==> config.mk <==
export PLATFORM = sky130hd
export DESIGN_NAME = scan_mux
export DESIGN_NICKNAME = d
export VERILOG_FILES = /design/src/rtl/scan_mux_pkg.sv /design/src/rtl/scan_mux_sel.sv /design/src/rtl/scan_mux.sv
export SDC_FILE = /design/constraint.sdc
export NUM_CORES = 1
export LEC_CHECK = 0
export ABC_AREA = 1
export CORE_UTILIZATION = 55
export DETAILED_ROUTE_END_ITERATION = 10
export PLACE_DENSITY = 0.88
export SLEW_MARGIN = 20
export SYNTH_ARGS = -nofsm -noshare
export SYNTH_HDL_FRONTEND = slang
export SYNTH_SLANG_ARGS = --single-unit
==> constraint.sdc <==
create_clock -name clk -period 3.8 [get_ports clk]
set_input_delay 0.76 -clock clk [delete_from_list [all_inputs] [get_ports clk]]
set_output_delay 0.76 -clock clk [all_outputs]
set_load 0.01 [all_outputs]
==> src/rtl/scan_mux_pkg.sv <==
// ============================================================================
//  Module   : scan_mux_pkg
//  Purpose  : Shared FSM state encoding and mode constants for scan_mux.
//  Revision : 1.0  initial release
// ============================================================================
`default_nettype none

package scan_mux_pkg;

    typedef enum logic [1:0] {
        IDLE   = 2'd0,
        SETTLE = 2'd1,
        HOLD   = 2'd2
    } state_t;

    localparam logic MODE_MANUAL = 1'b0;
    localparam logic MODE_AUTO   = 1'b1;

    localparam int   CNT_W       = 8;

endpackage

`default_nettype wire

==> src/rtl/scan_mux_sel.sv <==
// ============================================================================
//  Module   : scan_mux_sel
//  Purpose  : Combinational N_CH:1 channel selector; out-of-range select -> 0.
//  Revision : 1.0  initial release
// ============================================================================
`default_nettype none

module scan_mux_sel #(
    parameter int N_CH = 8,
    parameter int W    = 1,
    parameter int SW   = $clog2(N_CH)
) (
    input  logic [N_CH*W-1:0] i_data,
    input  logic [SW-1:0]     i_sel,
    output logic [W-1:0]      o_data
);

    // N_CH need not be a power of two, so unmatched codes fall through to zero.
    always_comb begin
        o_data = '0;
        for (int k = 0; k < N_CH; k++) begin
            if (i_sel == SW'(k)) begin
                o_data = i_data[k*W +: W];
            end
        end
    end

endmodule

`default_nettype wire

==> src/rtl/scan_mux.sv <==
// ============================================================================
//  Module   : scan_mux
//  Purpose  : Registered channel mux with manual select and auto-scan FSM.
//             Define SCAN_MUX_CONT_EN for continuous (wrap-around) scanning.
//  Revision : 1.0  initial release
// ============================================================================
`default_nettype none

module scan_mux
    import scan_mux_pkg::*;
#(
    parameter int N_CH  = 8,
    parameter int W     = 1,
    parameter int DWELL = 4
) (
    input  logic                     clk,
    input  logic                     rst_n,
    input  logic [N_CH*W-1:0]        i,
    input  logic [$clog2(N_CH)-1:0]  s,
    input  logic                     mode,
    input  logic                     start,
    output logic [W-1:0]             o,
    output logic                     o_valid,
    input  logic                     o_ready,
    output logic [$clog2(N_CH)-1:0]  ch,
    output logic                     busy,
    output logic                     done
);

    localparam int                SW       = $clog2(N_CH);
    localparam logic [CNT_W-1:0]  c_RELOAD = CNT_W'(DWELL - 1);
    localparam logic [SW-1:0]     c_LAST   = SW'(N_CH - 1);

    state_t            r_state, w_state_nxt;
    logic [W-1:0]      r_o,     w_o_nxt;
    logic [SW-1:0]     r_ch,    w_ch_nxt;
    logic              r_valid, w_valid_nxt;
    logic [CNT_W-1:0]  r_cnt,   w_cnt_nxt;
    logic              r_busy,  w_busy_nxt;
    logic              r_done,  w_done_nxt;

    logic [SW-1:0]     w_sel_idx;
    logic [W-1:0]      w_sel_data;
    logic              w_hs;
    logic              w_last;
    logic              w_wrap;

    // Manual mode selects from s; auto-scan samples the channel being scanned.
    assign w_sel_idx = (r_state == IDLE) ? s : r_ch;
    assign w_hs      = r_valid & o_ready;
    assign w_last    = (r_ch == c_LAST);

`ifdef SCAN_MUX_CONT_EN
    assign w_wrap = (mode == MODE_AUTO);
`else
    assign w_wrap = 1'b0;
`endif

    scan_mux_sel #(
        .N_CH (N_CH),
        .W    (W),
        .SW   (SW)
    ) u_sel (
        .i_data (i),
        .i_sel  (w_sel_idx),
        .o_data (w_sel_data)
    );

    always_ff @(posedge clk) begin
        if (!rst_n) begin
            r_state <= IDLE;
            r_o     <= '0;
            r_ch    <= '0;
            r_valid <= 1'b0;
            r_cnt   <= '0;
            r_busy  <= 1'b0;
            r_done  <= 1'b0;
        end else begin
            r_state <= w_state_nxt;
            r_o     <= w_o_nxt;
            r_ch    <= w_ch_nxt;
            r_valid <= w_valid_nxt;
            r_cnt   <= w_cnt_nxt;
            r_busy  <= w_busy_nxt;
            r_done  <= w_done_nxt;
        end
    end

    always_comb begin
        w_state_nxt = r_state;
        w_o_nxt     = r_o;
        w_ch_nxt    = r_ch;
        w_valid_nxt = r_valid;
        w_cnt_nxt   = r_cnt;
        w_busy_nxt  = r_busy;
        w_done_nxt  = 1'b0;

        case (r_state)
            IDLE: begin
                case (mode)
                    MODE_MANUAL: begin
                        w_o_nxt     = w_sel_data;
                        w_ch_nxt    = s;
                        w_valid_nxt = 1'b1;
                    end
                    default: begin
                        w_valid_nxt = 1'b0;
                        if (start) begin
                            w_ch_nxt    = '0;
                            w_cnt_nxt   = c_RELOAD;
                            w_busy_nxt  = 1'b1;
                            w_state_nxt = SETTLE;
                        end
                    end
                endcase
            end

            SETTLE: begin
                if (r_cnt == '0) begin
                    w_o_nxt     = w_sel_data;
                    w_valid_nxt = 1'b1;
                    w_state_nxt = HOLD;
                end else begin
                    w_cnt_nxt = r_cnt - CNT_W'(1);
                end
            end

            HOLD: begin
                if (w_hs) begin
                    w_valid_nxt = 1'b0;
                    if (w_last && !w_wrap) begin
                        w_busy_nxt  = 1'b0;
                        w_done_nxt  = 1'b1;
                        w_state_nxt = IDLE;
                    end else begin
                        // A wrap (continuous scan) still flags scan completion.
                        w_ch_nxt    = w_last ? '0 : r_ch + SW'(1);
                        w_done_nxt  = w_last;
                        w_cnt_nxt   = c_RELOAD;
                        w_state_nxt = SETTLE;
                    end
                end
            end

            default: begin
                w_state_nxt = IDLE;
            end
        endcase
    end

    assign o       = r_o;
    assign o_valid = r_valid;
    assign ch      = r_ch;
    assign busy    = r_busy;
    assign done    = r_done;

endmodule

`default_nettype wire

# Yosys cells after proc, flatten, opt, wreduce, memory -nomap -nowiden
# Index checks and enable logic that the tools add are counted.
dict set report totals {
  input_bits 16
  output_inout_bits 7
  reg_bits 17
  word_cells 81
}
dict set report classes {
  add_sub_neg 2
  mux 39
  reduce_logical 13
  n_eq_ne 19
  bitwise 1
}
# op n
set ops {}
lappend ops {{2-to-1 mux 8 bit} 5}
lappend ops {{one-hot mux 8 bit (3 select lines)} 1}
lappend ops {{2-to-1 mux 1 bit} 19}
lappend ops {{inequality test 2 bit (second input constant)} 8}
lappend ops {{equality test 3 bit (second input constant)} 5}
lappend ops {{2-to-1 mux 3 bit} 5}
lappend ops {{AND reduction 3 bit} 3}
lappend ops {{zero test 8 bit} 1}
lappend ops {{2-to-1 mux 2 bit} 4}
lappend ops {{AND reduction 4 bit} 2}
lappend ops {{subtractor 8 x 1 -> 8 bit (second input constant)} 1}
lappend ops {{equality test 3 x 2 -> 1 bit (second input constant)} 2}
lappend ops {{one-hot mux 2 bit (3 select lines)} 1}
lappend ops {{one-hot mux 3 bit (2 select lines)} 1}
lappend ops {{AND reduction 6 bit} 1}
lappend ops {{AND reduction 5 bit} 1}
lappend ops {{one-hot mux 1 bit (2 select lines)} 2}
lappend ops {{nonzero test 2 bit} 2}
lappend ops {{adder 3 x 1 -> 3 bit (second input constant)} 1}
lappend ops {{equality test 3 x 1 -> 1 bit (second input constant)} 1}
lappend ops {{zero test 3 bit} 1}
lappend ops {{inequality test 3 bit (second input constant)} 1}
lappend ops {{one-hot mux 1 bit (3 select lines)} 1}
lappend ops {{nonzero test 3 bit} 1}
lappend ops {{other kinds (4)} 4}

# Logic depth before layout (Yosys ltp)
# Gate-level depths: netlist of run 1.
dict set report logic_depth {
  word_depth 13
  ltp_mapped 12
  ltp_nobuf 11
}

# Hierarchy
# From an unflattened synthesis of run 1, not the netlist that was laid out.
dict set report hier_totals {
  hier_cells 188
  hier_area_um2 1280.0
}
# mod instances area_per_inst_um2 cells_per_inst seq_area_each_um2
set modules_own_cells {}
lappend modules_own_cells {scan_mux 1 1193.6 167 340.3}
lappend modules_own_cells {scan_mux_sel 1 86.3 21 0.0}

# Worst setup path after synthesis of run 1
# No wires, ideal clock.
dict set report synth_path {
  path_kind {input to register}
  from {input o_ready}
  to {register r_cnt[0]}
  cell_stages 8
  setup_ps 121
  path_slack_ps 2227
  arrival_ps 1452
  path_buffers 1
  required_ps 3679
  cell_sequence {nand2_1 nand2_1 nand2_1 nor2_1 nand2_2 buf_6 o21ai_1 a21oi_1}
}
dict set report synth_between {
  elab_chain_cells 3
}
# item line_no
set synth_rtl {}
lappend synth_rtl {{start: declaration} scan_mux.sv:24} ;# input logic o_ready,
lappend synth_rtl {{bitwise AND 1 bit} scan_mux.sv:50} ;# assign w_hs = r_valid & o_ready;
lappend synth_rtl {{inequality test 2 bit (no line)} n/a}
lappend synth_rtl {{AND reduction 6 bit (no line)} n/a}
lappend synth_rtl {{end signal: assignment} scan_mux.sv:83} ;# r_cnt <= w_cnt_nxt;
lappend synth_rtl {{end: declaration} scan_mux.sv:38} ;# logic [CNT_W-1:0] r_cnt, w_cnt_nxt;
# No other way between the ends.
# A chain may end at the register's enable or synchronous reset.

# Final worst setup path of run 1
dict set report layout_path {
  from {register r_ch[0] (netlist: ch[0])}
  to {output ch[0]}
}
# item line_no
set layout_rtl {}
lappend layout_rtl {{start: declaration} scan_mux.sv:36} ;# logic [SW-1:0] r_ch, w_ch_nxt;
lappend layout_rtl {{start signal: assignment} scan_mux.sv:81} ;# r_ch <= w_ch_nxt;
lappend layout_rtl {{end: declaration} scan_mux.sv:25} ;# output logic [$clog2(N_CH)-1:0] ch,
# No word-level cell between the ends.

==> results_dict.tcl, run 1 <==
set metrics [dict create \
    status "finished, final reports clean" \
    die_area_um2 2410 \
    yosys-top-cells-area "dfxtp_1 (28%), nand2_1 (15%), ha_1 (9.2%)" \
    layout_commonest_cell "nand2_1" \
    tightest_slew_ns 0.345 \
    ys_types 22 \
    hpwl_um 2380 \
    cp_max_fo 5 \
    post_cts_buffers 0 \
    worstPathCellList "clkdlybuf4s50_1" \
    p_per_area_nw_per_um2 670 \
    syn_inst 196 \
    path_class "flip-flop to output port" \
    wire_per_inst_um 12.5 \
    vdd_drop_max_uv 501 \
    initial_core_util_pct 60.4 \
    crit_buf_inv 1 \
    rsz0062_at_grt "false" \
    drv_cap 0 \
    fin_skew_ns 0.00374 \
    syn_avg_cell_area_um2 6.23 \
    final_cell_mix "nand2_1 (49), inv_1 (25), nor2_1 (23)" \
    root_buffer "clkbuf_4" \
    hold_buffers 0 \
    fmax_mhz 484 \
    drv_slew 0 \
    maxSlewHeadroom_pct 77.0 \
    cts_buffers 3 \
    route.detailed.drc 0 \
    setup_viol 0 \
    synth_top_cell_area_share_pct 27.9 \
    fin_crit_ns 2.07 \
    critPathTopFamily "buffers and inverters" \
    clk_pin_slew_ns 0.11 \
    dr.first_iter.drc_count 57 \
    die_h_um 49.1 \
    syn_nets 221 \
    syn_to_final_growth_pct 21.3 \
    postRouteAntennaNets 0 \
    grt_use_met3_pct 5.61 \
    synth_area_leader_cell "dfxtp_1" \
    grt_pass1_wl_um 5430 \
    dp_slack_ns 1.57 \
    viasPerCell 5.46 \
    slowest_delay_ns 0.57 \
    antenna_cells 0 \
    arrival_ns 1.31 \
    clockBufferDepth 2 \
    drtPass1Iterations 7 \
    detailed_place.area_um2 1450 \
    hold_violations 0 \
    nets 245 \
    die_w_um 49.1 \
    cts.sinks 17 \
    clock_latency_ns 0.30 \
    grt_pass1_vias 1301 \
    overflow 0 \
    ys_seq_area_share_pct 27.9 \
    cellLeakagePower_nw 0.716 \
    crit_slowest_cell "clkdlybuf4s50_1" \
    ioPinCount 23 \
    cts_tree "built" \
    io_buffers 22 \
    htree_num_levels 1 \
    row_count 16 \
    met1_usage_pct 36.2 \
    seq_area_um2 340 \
    vias 1343 \
    fillers 171 \
    start_kind "flip-flop" \
    routed_wirelength_um 3090 \
    setup_slack_ns 1.73 \
    cts.repair.resized 0 \
    grt_usage_pct 29.3 \
    hp-class "flip-flop to flip-flop" \
    place.gp.congestion 0.957 \
    coreArea_um2 2020 \
    ys_ff_latch 17 \
    finalCritPeriodShare_pct 54.4 \
    design_area_um2 1480 \
    ys.warnings.count 0 \
    antenna_found_initial 0 \
    grt.met2_usage_pct 47.0 \
    setup_tns_ns 0 \
    final_layout_size_suffix_gt1_share_pct 6.85 \
    busiest_layer "met2" \
    grt_max_degree 12 \
    syn_area_um2 1220 \
    end_kind "output port" \
    multi_input_area_um2 747 \
    cp.required_ns 3.04 \
]
## through the flow
step,utilization (%),hold WS (ns),power [mW],cells
2_1_floorplan,-,0.470,0.711,196
3_3_place_gp,71.9,0.466,0.840,242
3_5_place_dp,71.9,0.465,0.876,242
4_1_cts,73.3,0.491,0.982,246
5_1_grt,73.3,0.547,1.08,246
6_report,73.3,0.493,0.992,246
## area by class of cell
cell class,instances,share of cell area [%]
Clock buffer,3,1.52
Inverter,30,7.60
Multi-Input combinational cell,146,50.4
Tap cell,27,2.28
Timing Repair Buffer,22,14.9
Clock inverter,1,0.338
Sequential cell,17,23.0
## per-layer routing
layer	up-vias	share of wire, %
li1	671	-
met4	0	2.3
met2	74	46
met1	586	43
met3	12	8.1
met5	-	0
## registers in the layout (all words and copies together) (netlist names)
register and flops:
r_state 2, r_cnt 8, busy 1, ch 3
o 1, done 1, o_valid 1
## logic make-up (layout without fill, tap and decap cells)
group,Yosys count,after routing,synth area share [%]
AOI/OAI and AO/OA,33,33,14.3
adders and majority gates,9,9,9.22
xor gates and xnor gates,3,3,2.15
and+or+nand+nor,101,101,35.5
DFF,17,17,27.9
buffers and inverters,33,56,11.0
## cells in the mapped netlist (all sizes together)
cell type  count
xor2           3
o31ai          1
ha             9
nand3b         3
nand2         51
nor3           1
a31oi          1
a21oi         14
o21bai         1
o21ai         16
buf            3
nand3         17
nor2          26
dfxtp         17
inv           30
nand4          3
## power by group
group | internal, mW | switching [mW]
Clock | 0.0393 | 0.0662
Sequential | 0.230 | 0.0478
Combinational | 0.234 | 0.374
## final timing paths
| check | startpoint | endpoint | slack [ns] | depth (start not counted) |
|---|---|---|---|---|
| max | ch[0] | ch[0] | 1.73 | 1 |
| min | busy | busy | 0.49 | 2 |
| max reg2reg | r_state[0] | r_cnt[7] | 1.96 | 10 |
| min reg2reg | busy | busy | 0.49 | 2 |
Power figures use the tool's default switching activity.
==> inputs of run 2 (changes only) <==
--- a/config.mk
+++ b/config.mk
@@ -6,9 +6,9 @@
 export NUM_CORES = 1
 export LEC_CHECK = 0
 export ABC_AREA = 1
-export CORE_UTILIZATION = 55
+export CORE_UTILIZATION = 46
 export DETAILED_ROUTE_END_ITERATION = 10
-export PLACE_DENSITY = 0.88
+export PLACE_DENSITY = 0.79
 export SLEW_MARGIN = 20
 export SYNTH_ARGS = -nofsm -noshare
 export SYNTH_HDL_FRONTEND = slang
==> constraint.sdc (replaced) <==
create_clock -name clk -period 1.7 [get_ports clk]
set_input_delay 0.34 -clock clk [delete_from_list [all_inputs] [get_ports clk]]
set_output_delay 0.34 -clock clk [all_outputs]
set_load 0.01 [all_outputs]
==> results_dict.tcl, run 2 (synthesis gave the netlist of run 1 again) <==
set metrics [dict create \
    status "finished, final reports clean" \
    hold_end "busy" \
    cp.required_ns 1.36 \
    setup_tns_ns 0 \
    fillers 240 \
    drv_cap 0 \
    vias 1313 \
    wire_per_inst_um 11.3 \
    multi_input_area_um2 754 \
    worstPathCellList "buf_4 > clkdlybuf4s50_1" \
    hold_start "busy" \
    io_buffers 22 \
    hold_buffers 0 \
    cts.sinks 17 \
    final_layout_size_suffix_gt1_share_pct 13.2 \
    arrival_ns 1.30 \
    clockBufferDepth 2 \
    die_area_um2 2860 \
    overflow 0 \
    row_count 18 \
    coreArea_um2 2500 \
    end_kind "output port" \
    path_class "flip-flop to output port" \
    clock_latency_ns 0.30 \
    postRouteAntennaNets 0 \
    fin_skew_ns 0.00156 \
    dr.first_iter.drc_count 18 \
    drt-met1-wl_um 1490 \
    vdd_drop_max_uv 837 \
    reg2reg_depth 10 \
    grt_usage_pct 22.5 \
    routed_wirelength_um 2920 \
    p_per_area_nw_per_um2 1460 \
    final_cell_mix "nand2_1 (47), inv_1 (25), nor2_1 (23)" \
    regMostFlops "r_cnt" \
    hpwl_um 2230 \
    clk_pin_slew_ns 0.11 \
    nets 254 \
    largest_reg_flops 8 \
    post_cts_buffers 0 \
    grt_max_degree 11 \
    tightest_slew_ns 0.368 \
    finalCritPeriodShare_pct 96.6 \
    wl_met2_um 1290 \
    r2r_setup_slack_ns 0.06 \
    rsz0062_at_grt "true" \
    cts_buffers 3 \
    met3_length_um 106 \
    grt_pass1_vias 1108 \
    seq_area_um2 344 \
    hp-class "flip-flop to flip-flop" \
    grt_pass1_wl_um 4670 \
    cts_tree "built" \
    die_h_um 53.5 \
    die_w_um 53.5 \
    ioPinCount 23 \
    initial_core_util_pct 48.8 \
    fin_crit_ns 1.64 \
    drtPass1Iterations 4 \
    layout_commonest_cell "nand2_1" \
    hold_depth 2 \
    hold_slack_ns 0.484 \
    start_kind "flip-flop" \
    root_buffer "clkbuf_4" \
    highest_layer "met4" \
    antenna_found_initial 0 \
    fmax_mhz 609 \
    dp_slack_ns -0.0200 \
    route.detailed.drc 0 \
    setup_viol 0 \
    place.gp.congestion 0.903 \
    r2r-start "ch[1]" \
    timing.rr.end "r_cnt[7]" \
    hold_violations 0 \
    maxSlewHeadroom_pct 75.4 \
    drv_slew 0 \
    viasPerCell 5.09 \
    cp_max_fo 4 \
    syn_to_final_growth_pct 28.1 \
    antenna_cells 0 \
    htree_num_levels 1 \
    slowest_delay_ns 0.53 \
    cts.repair.resized 0 \
    post-route-util_pct 62.6 \
    cellLeakagePower_nw 0.760 \
    crit_slowest_cell "clkdlybuf4s50_1" \
    setup_slack_ns 0.0580 \
]
==> run 2: layer usage <==
| layer | vias up | GRT usage [%] |
|---|---|---|
| li1 | 700 | - |
| met1 | 580 | 32.5 |
| met2 | 28 | 33.5 |
| met3 | 5 | 3.45 |
| met4 | 0 | 7.46 |
| met5 | - | 0 |
==> run 2: worst max-delay path: cells and delay by family, from the launching register on <==
family,cells,cell delay (ns)
flip-flops,1,0.35
buffers and inverters,2,0.66
==> run 2: layout make-up <==
| type | count | area share, % |
|---|---|---|
| inverter | 30 | 7.20 |
| clock inverter | 1 | 0.320 |
| multi-input combinational | 146 | 48.2 |
| tap | 30 | 2.40 |
| timing repair buffer | 31 | 18.4 |
| sequential | 17 | 22.0 |
| clock buffer | 3 | 1.44 |
==> run 2: through the flow <==
step / power [mW] / instance area [um2] / cells
2_1_floorplan: 1.59 / 1220 / 196
6_report: 2.29 / 1560 / 258
4_1_cts: 2.27 / 1550 / 258
3_3_place_gp: 2.00 / 1530 / 254
5_1_grt: 2.51 / 1560 / 258
3_5_place_dp: 2.02 / 1530 / 254
==> run 2: how the worst max path moves through the flow <==
stage	from	to	slack, ns	depth (start not counted)
floorplan	r_state[0]	r_cnt[0]	0.21	10
global placement	o_ready	r_cnt[7]	0.02	10
detailed placement	o_ready	r_cnt[7]	-0.02	10
CTS	ch[0]	ch[0]	0.03	2
global route	ch[1]	r_cnt[7]	-0.02	10
finish	ch[0]	ch[0]	0.06	2
==> run 2: where the power goes <==
group | switching (mW) | internal (mW)
Clock | 0.147 | 0.0878
Sequential | 0.0950 | 0.519
Combinational | 0.834 | 0.606
Total | 1.08 | 1.21
